===== src/rtl/switch_debouncer_pkg.sv =====
// led_blinker_pkg: shared debouncer state encoding and the default 10 ms window at 25 MHz.
package led_blinker_pkg;
  typedef enum logic {STABLE, CHANGING} db_state_e;
  localparam int CLOCK_HZ = 25_000_000;
  localparam int DEFAULT_STABLE_COUNT = CLOCK_HZ / 100 - 1;
endpackage


===== src/rtl/switch_debouncer_if.sv =====
// switch_debouncer_if: raw switch levels in, debounced levels, edge pulses and busy out.
interface switch_debouncer_if #(parameter int N_CH = 3);
  logic [N_CH-1:0] i_raw;
  logic [N_CH-1:0] o_clean;
  logic [N_CH-1:0] o_rise;
  logic [N_CH-1:0] o_fall;
  logic            o_busy;
  modport master (output i_raw, input o_clean, o_rise, o_fall, o_busy);
  modport slave  (input i_raw, output o_clean, o_rise, o_fall, o_busy);
endinterface


===== src/rtl/switch_debouncer_channel.sv =====
// debounce_channel: one-bit synchroniser, stability counter and STABLE/CHANGING FSM.
// Edge pulse registers exist only when SWITCH_DEBOUNCE_EDGE_EN is defined.
module debounce_channel
  import led_blinker_pkg::*;
#(
  parameter int STABLE_COUNT = DEFAULT_STABLE_COUNT,
  parameter int SYNC_STAGES  = 2
) (
  input  logic i_clock,
  input  logic i_reset_n,
  input  logic i_raw,
  output logic o_clean,
  output logic o_rise,
  output logic o_fall,
  output logic o_busy
);
  localparam int CW = $clog2(STABLE_COUNT + 1);
  localparam logic [CW-1:0] LIMIT = CW'(STABLE_COUNT);
  logic [SYNC_STAGES-1:0] sync_q;
  logic [CW-1:0]          count_q;
  db_state_e              state_q;
  logic                   clean_q;
  logic                   sync;
  assign sync = sync_q[SYNC_STAGES-1];
  always_ff @(posedge i_clock or negedge i_reset_n)
    if (!i_reset_n) sync_q <= '0;
    else sync_q <= {sync_q[SYNC_STAGES-2:0], i_raw};
  // A bounce back to the old level takes priority over acceptance.
  always_ff @(posedge i_clock or negedge i_reset_n)
    if (!i_reset_n) begin
      state_q <= STABLE;
      count_q <= '0;
      clean_q <= 1'b0;
    end else begin
      case (state_q)
        STABLE: begin
          count_q <= '0;
          if (sync != clean_q) state_q <= CHANGING;
        end
        CHANGING:
          if (sync == clean_q) begin
            state_q <= STABLE;
            count_q <= '0;
          end else if (count_q == LIMIT) begin
            clean_q <= sync;
            state_q <= STABLE;
            count_q <= '0;
          end else count_q <= count_q + 1'b1;
        default: state_q <= STABLE;
      endcase
    end
`ifdef SWITCH_DEBOUNCE_EDGE_EN
  logic rise_q, fall_q, accept;
  assign accept = state_q == CHANGING && sync != clean_q && count_q == LIMIT;
  always_ff @(posedge i_clock or negedge i_reset_n)
    if (!i_reset_n) begin
      rise_q <= 1'b0;
      fall_q <= 1'b0;
    end else begin
      rise_q <= accept & sync;
      fall_q <= accept & ~sync;
    end
  assign o_rise = rise_q;
  assign o_fall = fall_q;
`else
  assign o_rise = 1'b0;
  assign o_fall = 1'b0;
`endif
  assign o_clean = clean_q;
  assign o_busy  = state_q == CHANGING;
endmodule


===== src/rtl/switch_debouncer.sv =====
// switch_debouncer: N_CH independent debounce channels with a shared busy flag.
// Edge pulses are built when SWITCH_DEBOUNCE_EDGE_EN is defined, otherwise tied to 0.
module switch_debouncer
  import led_blinker_pkg::*;
#(
  parameter int N_CH         = 3,
  parameter int STABLE_COUNT = DEFAULT_STABLE_COUNT,
  parameter int SYNC_STAGES  = 2
) (
  input logic i_clock,
  input logic i_reset_n,
  switch_debouncer_if.slave sw
);
  logic [N_CH-1:0] busy;
  for (genvar c = 0; c < N_CH; c++) begin : g_ch
    debounce_channel #(.STABLE_COUNT(STABLE_COUNT), .SYNC_STAGES(SYNC_STAGES)) u_ch (
      .i_clock  (i_clock),
      .i_reset_n(i_reset_n),
      .i_raw    (sw.i_raw[c]),
      .o_clean  (sw.o_clean[c]),
      .o_rise   (sw.o_rise[c]),
      .o_fall   (sw.o_fall[c]),
      .o_busy   (busy[c])
    );
  end
  assign sw.o_busy = |busy;
endmodule


===== src/flat_wrapper.sv =====
// flat-port wrapper written by rule: the top's interface ports become plain ports
module switch_debouncer_flat import led_blinker_pkg::*;
#(
  parameter int N_CH         = 3,
  parameter int STABLE_COUNT = DEFAULT_STABLE_COUNT,
  parameter int SYNC_STAGES  = 2
)
  (i_clock, i_reset_n, sw_i_raw, sw_o_clean, sw_o_rise, sw_o_fall, sw_o_busy);
  switch_debouncer_if #(.N_CH(N_CH)) sw_i ();
  input logic i_clock;
  input logic i_reset_n;
  input wire logic [$bits(sw_i.i_raw)-1:0] sw_i_raw;
  output wire logic [$bits(sw_i.o_clean)-1:0] sw_o_clean;
  output wire logic [$bits(sw_i.o_rise)-1:0] sw_o_rise;
  output wire logic [$bits(sw_i.o_fall)-1:0] sw_o_fall;
  output wire logic [$bits(sw_i.o_busy)-1:0] sw_o_busy;
  assign sw_i.i_raw = sw_i_raw;
  assign sw_o_clean = sw_i.o_clean;
  assign sw_o_rise = sw_i.o_rise;
  assign sw_o_fall = sw_i.o_fall;
  assign sw_o_busy = sw_i.o_busy;
  switch_debouncer #(.N_CH(N_CH), .STABLE_COUNT(STABLE_COUNT), .SYNC_STAGES(SYNC_STAGES)) u_core (.i_clock(i_clock), .i_reset_n(i_reset_n), .sw(sw_i));
endmodule

===== config.mk =====
export PLATFORM = sky130hd
export DESIGN_NAME = switch_debouncer_flat
export DESIGN_NICKNAME = d
export VERILOG_FILES = /design/src/rtl/switch_debouncer_pkg.sv /design/src/rtl/switch_debouncer_if.sv /design/src/rtl/switch_debouncer_channel.sv /design/src/rtl/switch_debouncer.sv /design/src/flat_wrapper.sv
export SDC_FILE = /design/constraint.sdc
export NUM_CORES = 1
export LEC_CHECK = 0
export CORE_UTILIZATION = 45
export CTS_BUF_LIST = sky130_fd_sc_hd__clkbuf_4 sky130_fd_sc_hd__clkbuf_8
export CTS_CLUSTER_SIZE = 16
export DETAILED_ROUTE_END_ITERATION = 8
export PLACE_DENSITY = 0.67
export SLEW_MARGIN = 30
export SYNTH_ARGS = -nofsm -noshare
export SYNTH_HDL_FRONTEND = slang
export SYNTH_SLANG_ARGS = --single-unit

===== constraint.sdc =====
create_clock -name i_clock -period 2.01 [get_ports i_clock]
set_input_delay 0.201 -clock i_clock [delete_from_list [all_inputs] [get_ports i_clock]]
set_output_delay 0.201 -clock i_clock [all_outputs]
set_load 0.01 [all_outputs]

==> results of run 1 <==
==> per-stage QoR <==
stage | cells | power, W | hold slack [ns] | area (um^2)
6_report | 432 | 0.002741 | 0.2955 | 3645
5_1_grt | 432 | 0.002862 | 0.2910 | 3645
2_1_floorplan | 320 | 0.001422 | -0.09459 | 3234
3_5_place_dp | 415 | 0.001467 | 0.2449 | 3397
3_3_place_gp | 415 | 0.001465 | 0.2471 | 3397
4_1_cts | 432 | 0.002782 | 0.2854 | 3645
==> layer usage <==
metal | routed length [um] | part of all wire [%]
met5 | 0 | 0
met4 | 108 | 2.0
met1 | 2727 | 50
met2 | 2468 | 45
met3 | 168 | 3.1
==> layout by cell type (no fill, tap or decap), types with 4 or more instances in the layout <==
cell and count:
sky130_fd_sc_hd__inv_1 8, sky130_fd_sc_hd__nor2_1 56, sky130_fd_sc_hd__nand2_1 17, sky130_fd_sc_hd__nor3_1 13
sky130_fd_sc_hd__nor4_1 11, sky130_fd_sc_hd__buf_4 4, sky130_fd_sc_hd__a21oi_1 4, sky130_fd_sc_hd__clkbuf_8 12
sky130_fd_sc_hd__xnor2_1 28, sky130_fd_sc_hd__dfrtp_1 66, sky130_fd_sc_hd__clkdlybuf4s50_1 7, sky130_fd_sc_hd__nand3_1 20
sky130_fd_sc_hd__nand4_1 13, sky130_fd_sc_hd__conb_1 6, sky130_fd_sc_hd__and4_1 5, sky130_fd_sc_hd__xor2_1 18
sky130_fd_sc_hd__o21ai_0 4
==> kinds of logic (layout without fill, tap and decap cells) <==
family | Yosys count | after routing | share of synthesized area, %
simple gates | 159 | 159 | 26.77
flops | 66 | 66 | 51.36
xor+xnor | 46 | 46 | 12.53
buf+inv | 23 | 39 | 4.124
compound gates | 14 | 14 | 2.879
fa+ha+maj | 3 | 3 | 1.167
mux | 3 | 3 | 1.051
other cells | 1 | 6 | 0.1166
==> flip-flops by register name, summed over array words and instances (netlist names) <==
signal and cells:
u_core.g_ch.u_ch.sync_q 6, u_core.g_ch.u_ch.count_q 54, u_core.g_ch.u_ch.o_busy 3, u_core.g_ch.u_ch.o_clean 3
==> final timing paths <==
kind                                                start                               to  slack (ns)  cells after the start
max in group asynchronous                       i_reset_n  u_core.g_ch[1].u_ch.count_q[10]        1.30                      3
max                        u_core.g_ch[0].u_ch.count_q[4]      u_core.g_ch[0].u_ch.o_clean        0.11                      4
min in group asynchronous                       i_reset_n  u_core.g_ch[2].u_ch.count_q[14]        0.39                      3
min                                           sw_i_raw[0]    u_core.g_ch[0].u_ch.sync_q[0]        0.30                      1
max reg2reg                u_core.g_ch[0].u_ch.count_q[4]      u_core.g_ch[0].u_ch.o_clean        0.11                      4
min reg2reg                 u_core.g_ch[1].u_ch.sync_q[0]    u_core.g_ch[1].u_ch.sync_q[1]        0.35                      0
==> layout make-up <==
cell class,instances,area (um^2)
multi-input combinational,231,1450
clock inverter,4,72.57
clock buffer,12,165.2
tap,96,120.1
fill,641,3187
inverter,8,30.03
sequential,66,1652
timing repair buffer,15,155.1
==> repair_timing <==
action,CTS,global route
buffers inserted,0,0
hold buffers,1,0
hold endpoints to repair,66,0
==> worst register-to-register path, cell delays in order, from the launching register on <==
cell,delay (ns)
sky130_fd_sc_hd__dfrtp_1,0.46
sky130_fd_sc_hd__or4_1,0.52
sky130_fd_sc_hd__nor4_1,0.34
sky130_fd_sc_hd__nand3_1,0.17
sky130_fd_sc_hd__mux2_2,0.30
==> where the power goes <==
part	internal [W]	total, W	switching (W)
registers	0.00134	0.00135	0.0000108
logic	0.0000285	0.0000858	0.0000572
clock network	0.000798	0.00130	0.000504
total	0.00217	0.00274	0.000572
==> reports/results.tsv, run 1 <==
metric	value	unit
status	finished clean	
final_util	53.35	%
wl	5473	um
power_density	752.1	nW/um^2
yosys.cell_count.top_type	sky130_fd_sc_hd__dfrtp_1	
antenna_found_initial	0	
netlist_area	3216	um^2
global_route.usage.total	17.16	%
critical_path_cell_list	or4_1 > nor4_1 > nand3_1 > mux2_2	
critical_path_arrival	2.13	ns
cts_made_buffers	9	
fin_worst_skew	0.007361	ns
maxSlewViolCount	0	
synth_largest_type_area_fraction	51.36	%
detail_route.first_pass.iterations	4	
worstPathBufferInverterCount	0	
final_period_minus_worst_setup_slack	1.904	ns
drt_drc_violations_left	0	
clock_path_buffers	2	
slowest_stage	sky130_fd_sc_hd__or4_1	
top_usage_layer	met2	
synth_seq_cells	66	
syn2layout_area_growth	13.35	%
async_flop_share	100.0	%
detailroute.via_count	2249	
seq_area_frac_synth	51.36	%
synth_ff_type	sky130_fd_sc_hd__dfrtp_1	
finish.net_count	339	
syn_avg_cell_area	10.21	um^2
post-route-period-util	94.74	%
dr.first_iter.drc_count	94	
pin_count_of_the_biggest_net_entering_global_routing	67	
vias_per_cell	5.206	
dieArea	7487	um^2
synth-edff-count	0	
worst_path_dominant_cell_family	simple AND/OR/NAND/NOR gates	
core_region_area	6832	um^2
worst-path-max-fanout	6	
syn_inst	315	
maximum_clock_rate	0.5251	GHz
global_route.usage.met3	4.476	%
synthDominantAreaCellType	sky130_fd_sc_hd__dfrtp_1	
post_synth_num_cell_types	38	
detailed_place_hpwl	3611	um
die_span_in_y	86.53	um
detailedPlace.worstSlack	0.1312	ns
start_util	47.07	%
setup.worst_path.start_class	register	
number_of_global_route_vias_before_repair	2189	
grt_first_pass_wirelength	9798	um
crit_type	reg2reg	
worstHoldPathType	in2reg	
hold_violations	0	
final_layout_size_suffix_gt1_share	10.12	%
post_cts_resize_count	0	
ys_top_cells_by_area	sky130_fd_sc_hd__dfrtp_1 51%, sky130_fd_sc_hd__xnor2_1 7.6%, sky130_fd_sc_hd__nor2_1 6.5%, sky130_fd_sc_hd__xor2_1 4.9%, sky130_fd_sc_hd__nand3_1 3.1%	
ir_worst_vdd	0.0004317	V
count_of_pins_on_the_block_boundary	15	
ys_warn_count	0	
clock_tree.htree_level_count	3	
rows	30	
avgRoutedWirePerCell	12.67	um
tritoncts	yes	
clkTransAtPathRegs	0.07	ns
clock_sinks	66	
grt_overflow_total	0	
max_cap_violations	0	
count_of_input_and_output_buffers	8	
gp_congestion	0.7705	
cp_slowest_stage_delay	0.52	ns
antenna_cells	0	
total_leakage_power	1.466	nW
grt.met2_usage	25.61	%
finalSetupTns	0	ns
insertion_delay	0.34	ns
finalSetupViolations	0	
final_critical_path_setup_slack	0.1057	ns
cts_root_buffer	sky130_fd_sc_hd__clkbuf_8	
timing.critical_path.required	2.24	ns
chipWidth	86.53	um
crit_path_end_kind	register	
netlist_top_cells_count	66 x sky130_fd_sc_hd__dfrtp_1, 56 x sky130_fd_sc_hd__nor2_1, 28 x sky130_fd_sc_hd__xnor2_1	
met1_usage	23.51	%
setup_repair_after_global_routing_missed_its_margin	false	
ant_nets	0	
No activity file was read; power rests on OpenSTA's default activity.
==> inputs of run 2 (changes only) <==
--- a/config.mk
+++ b/config.mk
@@ -5,11 +5,11 @@
 export SDC_FILE = /design/constraint.sdc
 export NUM_CORES = 1
 export LEC_CHECK = 0
-export CORE_UTILIZATION = 45
+export CORE_UTILIZATION = 55
 export CTS_BUF_LIST = sky130_fd_sc_hd__clkbuf_4 sky130_fd_sc_hd__clkbuf_8
 export CTS_CLUSTER_SIZE = 16
 export DETAILED_ROUTE_END_ITERATION = 8
-export PLACE_DENSITY = 0.67
+export PLACE_DENSITY = 0.79
 export SLEW_MARGIN = 30
 export SYNTH_ARGS = -nofsm -noshare
 export SYNTH_HDL_FRONTEND = slang
==> reports/results.tsv, run 2 (synthesized netlist as in run 1, its figures left out) <==
metric	value	unit	change
rows	27		was 30
detail_route.first_pass.iterations	4		unchanged
final_period_minus_worst_setup_slack	1.836	ns	was 1.904 ns
setup_repair_after_global_routing_missed_its_margin	false		unchanged
postCtsSetupRepairBufs	0		unchanged
detailedPlace.worstSlack	0.1833	ns	was 0.1312 ns
antenna_found_initial	0		unchanged
most_common_cell_after_layout_fill_and_taps_aside	sky130_fd_sc_hd__dfrtp_1		unchanged
dr.first_iter.drc_count	143		was 94
total_leakage_power	1.461	nW	was 1.466 nW
antenna_cells	0		unchanged
cts_root_buffer	sky130_fd_sc_hd__clkbuf_8		unchanged
crit_type	reg2reg		unchanged
r2r_end	u_core.g_ch[0].u_ch.o_clean		unchanged
tritoncts	yes		unchanged
number_of_global_route_vias_before_repair	2302		was 2,189
clock_tree.htree_level_count	3		unchanged
count_of_pins_on_the_block_boundary	15		unchanged
dieArea	6156	um^2	was 7487 um^2
avgRoutedWirePerCell	14.19	um	was 12.67 um
detailroute.via_count	2306		was 2,249
maxSlewViolCount	0		unchanged
pin_count_of_the_biggest_net_entering_global_routing	67		unchanged
layout.filler_cells	444		was 641
top_regs	u_core.g_ch.u_ch.count_q: 54 flops, u_core.g_ch.u_ch.sync_q: 6 flops		unchanged
chipWidth	78.46	um	was 86.53 um
syn2layout_area_growth	11.83	%	was 13.35%
crit_path_end_kind	register		unchanged
clock_path_buffers	2		unchanged
rr_startpoint	u_core.g_ch[0].u_ch.count_q[4]		unchanged
timing.critical_path.required	2.23	ns	was 2.24 ns
worstHoldPathType	in2reg		unchanged
hold-path-cell-count	1		unchanged
worst-path-max-fanout	6		unchanged
die_span_in_y	78.46	um	was 86.53 um
power_density	713.0	nW/um^2	was 752.1 nW/um^2
ant_nets	0		unchanged
register_to_register_path_depth	4		unchanged
hold_violations	0		unchanged
setup.worst_path.start_class	register		unchanged
largest_reg_flops	54		unchanged
detailed_place_hpwl	3914	um	was 3611 um
post-route-period-util	91.35	%	was 94.74%
finalSetupTns	0	ns	unchanged
design_area	3596	um^2	was 3645 um^2
count_of_input_and_output_buffers	8		unchanged
whs	0.2982	ns	was 0.2955 ns
r2r_slack	0.17	ns	was 0.11 ns
ir_worst_vdd	0.0005748	V	was 0.0004317 V
grt_overflow_total	0		unchanged
fin_worst_skew	0.009986	ns	was 0.007361 ns
critical_path_arrival	2.05	ns	was 2.13 ns
cts_made_buffers	9		unchanged
drt_drc_violations_left	0		unchanged
final_critical_path_setup_slack	0.1739	ns	was 0.1057 ns
hold_path.startpoint	sw_i_raw[0]		unchanged
finalSetupViolations	0		unchanged
start_util	57.69	%	was 47.07%
grt_first_pass_wirelength	10320	um	was 9798 um
maximum_clock_rate	0.5446	GHz	was 0.5251 GHz
placed_area	3382	um^2	was 3397 um^2
global_route.usage.total	21.86	%	was 17.16%
post_cts_resize_count	0		unchanged
gp_congestion	0.7752		was 0.7705
final_cell_mix	66 x sky130_fd_sc_hd__dfrtp_1, 56 x sky130_fd_sc_hd__nor2_1, 28 x sky130_fd_sc_hd__xnor2_1, 20 x sky130_fd_sc_hd__nand3_1, 18 x sky130_fd_sc_hd__xor2_1		unchanged
wl	5819	um	was 5473 um
register_name_with_the_most_flops	u_core.g_ch.u_ch.count_q		unchanged
final_layout_size_suffix_gt1_share	10.65	%	was 10.12%
insertion_delay	0.34	ns	about the same
core_region_area	5574	um^2	was 6832 um^2
finish.net_count	341		was 339
clkTransAtPathRegs	0.07	ns	about the same
timing.hold.worst_endpoint	u_core.g_ch[0].u_ch.sync_q[0]		unchanged
status	finished clean		unchanged
clock_sinks	66		unchanged
max_cap_violations	0		unchanged
vias_per_cell	5.624		was 5.206
[run 2: cell count changes in the layout (fill, tap and decap cells not counted), sizes merged]
cell | previous run | this run
clkinvlp | 1 | 0
buf | 7 | 9
bufinv | 2 | 1
clkinv | 1 | 4
clkbuf | 12 | 11
[run 2: cell type report]
cell class	instances	area [um^2]	area share (%)
clock buffers	11	138.9	3.862
clock inverters	5	65.06	1.809
inverters	8	30.03	0.8351
multi-input cells	231	1450	40.33
flip-flops and latches	66	1652	45.93
well taps	72	90.09	2.505
repair buffers	17	170.2	4.732
[run 2: routing by layer]
layer	share of wire (%)	global-route usage (%)
met5	0	0
met2	47	34.12
met1	49	28.99
met3	2.7	5.116
met4	1.3	10.00
[run 2: worst max-delay path by stage]
stage / slack (ns) / to / from
3_5_place_dp: 0.18 / u_core.g_ch[0].u_ch.o_clean / u_core.g_ch[0].u_ch.count_q[4]
4_1_cts: 0.16 / u_core.g_ch[0].u_ch.o_clean / u_core.g_ch[0].u_ch.count_q[4]
2_1_floorplan: 0.25 / u_core.g_ch[0].u_ch.count_q[16] / u_core.g_ch[0].u_ch.count_q[4]
3_3_place_gp: 0.20 / u_core.g_ch[0].u_ch.o_clean / u_core.g_ch[0].u_ch.count_q[4]
6_report: 0.17 / u_core.g_ch[0].u_ch.o_clean / u_core.g_ch[0].u_ch.count_q[4]
5_1_grt: 0.07 / u_core.g_ch[0].u_ch.o_clean / u_core.g_ch[0].u_ch.count_q[4]
[run 2: worst max-delay path, stage by stage (launching register included)]
cell and delay (ns):
sky130_fd_sc_hd__dfrtp_1 0.46, sky130_fd_sc_hd__or4_1 0.52, sky130_fd_sc_hd__nor4_1 0.29, sky130_fd_sc_hd__nand3_1 0.15, sky130_fd_sc_hd__mux2_2 0.29
[run 2: stage by stage]
stage / total power (W) / cells / utilization (%)
final: 0.002564 / 410 / 64.51
after global placement: 0.001464 / 393 / 60.67
after floorplan: 0.001422 / 320 / -
after CTS: 0.002596 / 410 / 64.51
after detailed placement: 0.001468 / 393 / 60.67
after global routing: 0.002659 / 410 / 64.51
[run 2: repair_timing]
item | in CTS | in global routing
hold endpoints to repair | 66 | 0
hold buffers | 1 | 0
endpoints found under the setup margin | 0 | 0
[run 2: power by group]
part / switching, W / total (W) / internal, W
logic: 0.0000573 / 0.0000872 / 0.0000299
clock network: 0.000514 / 0.00112 / 0.000609
registers: 0.0000115 / 0.00135 / 0.00134
total: 0.000583 / 0.00256 / 0.00198
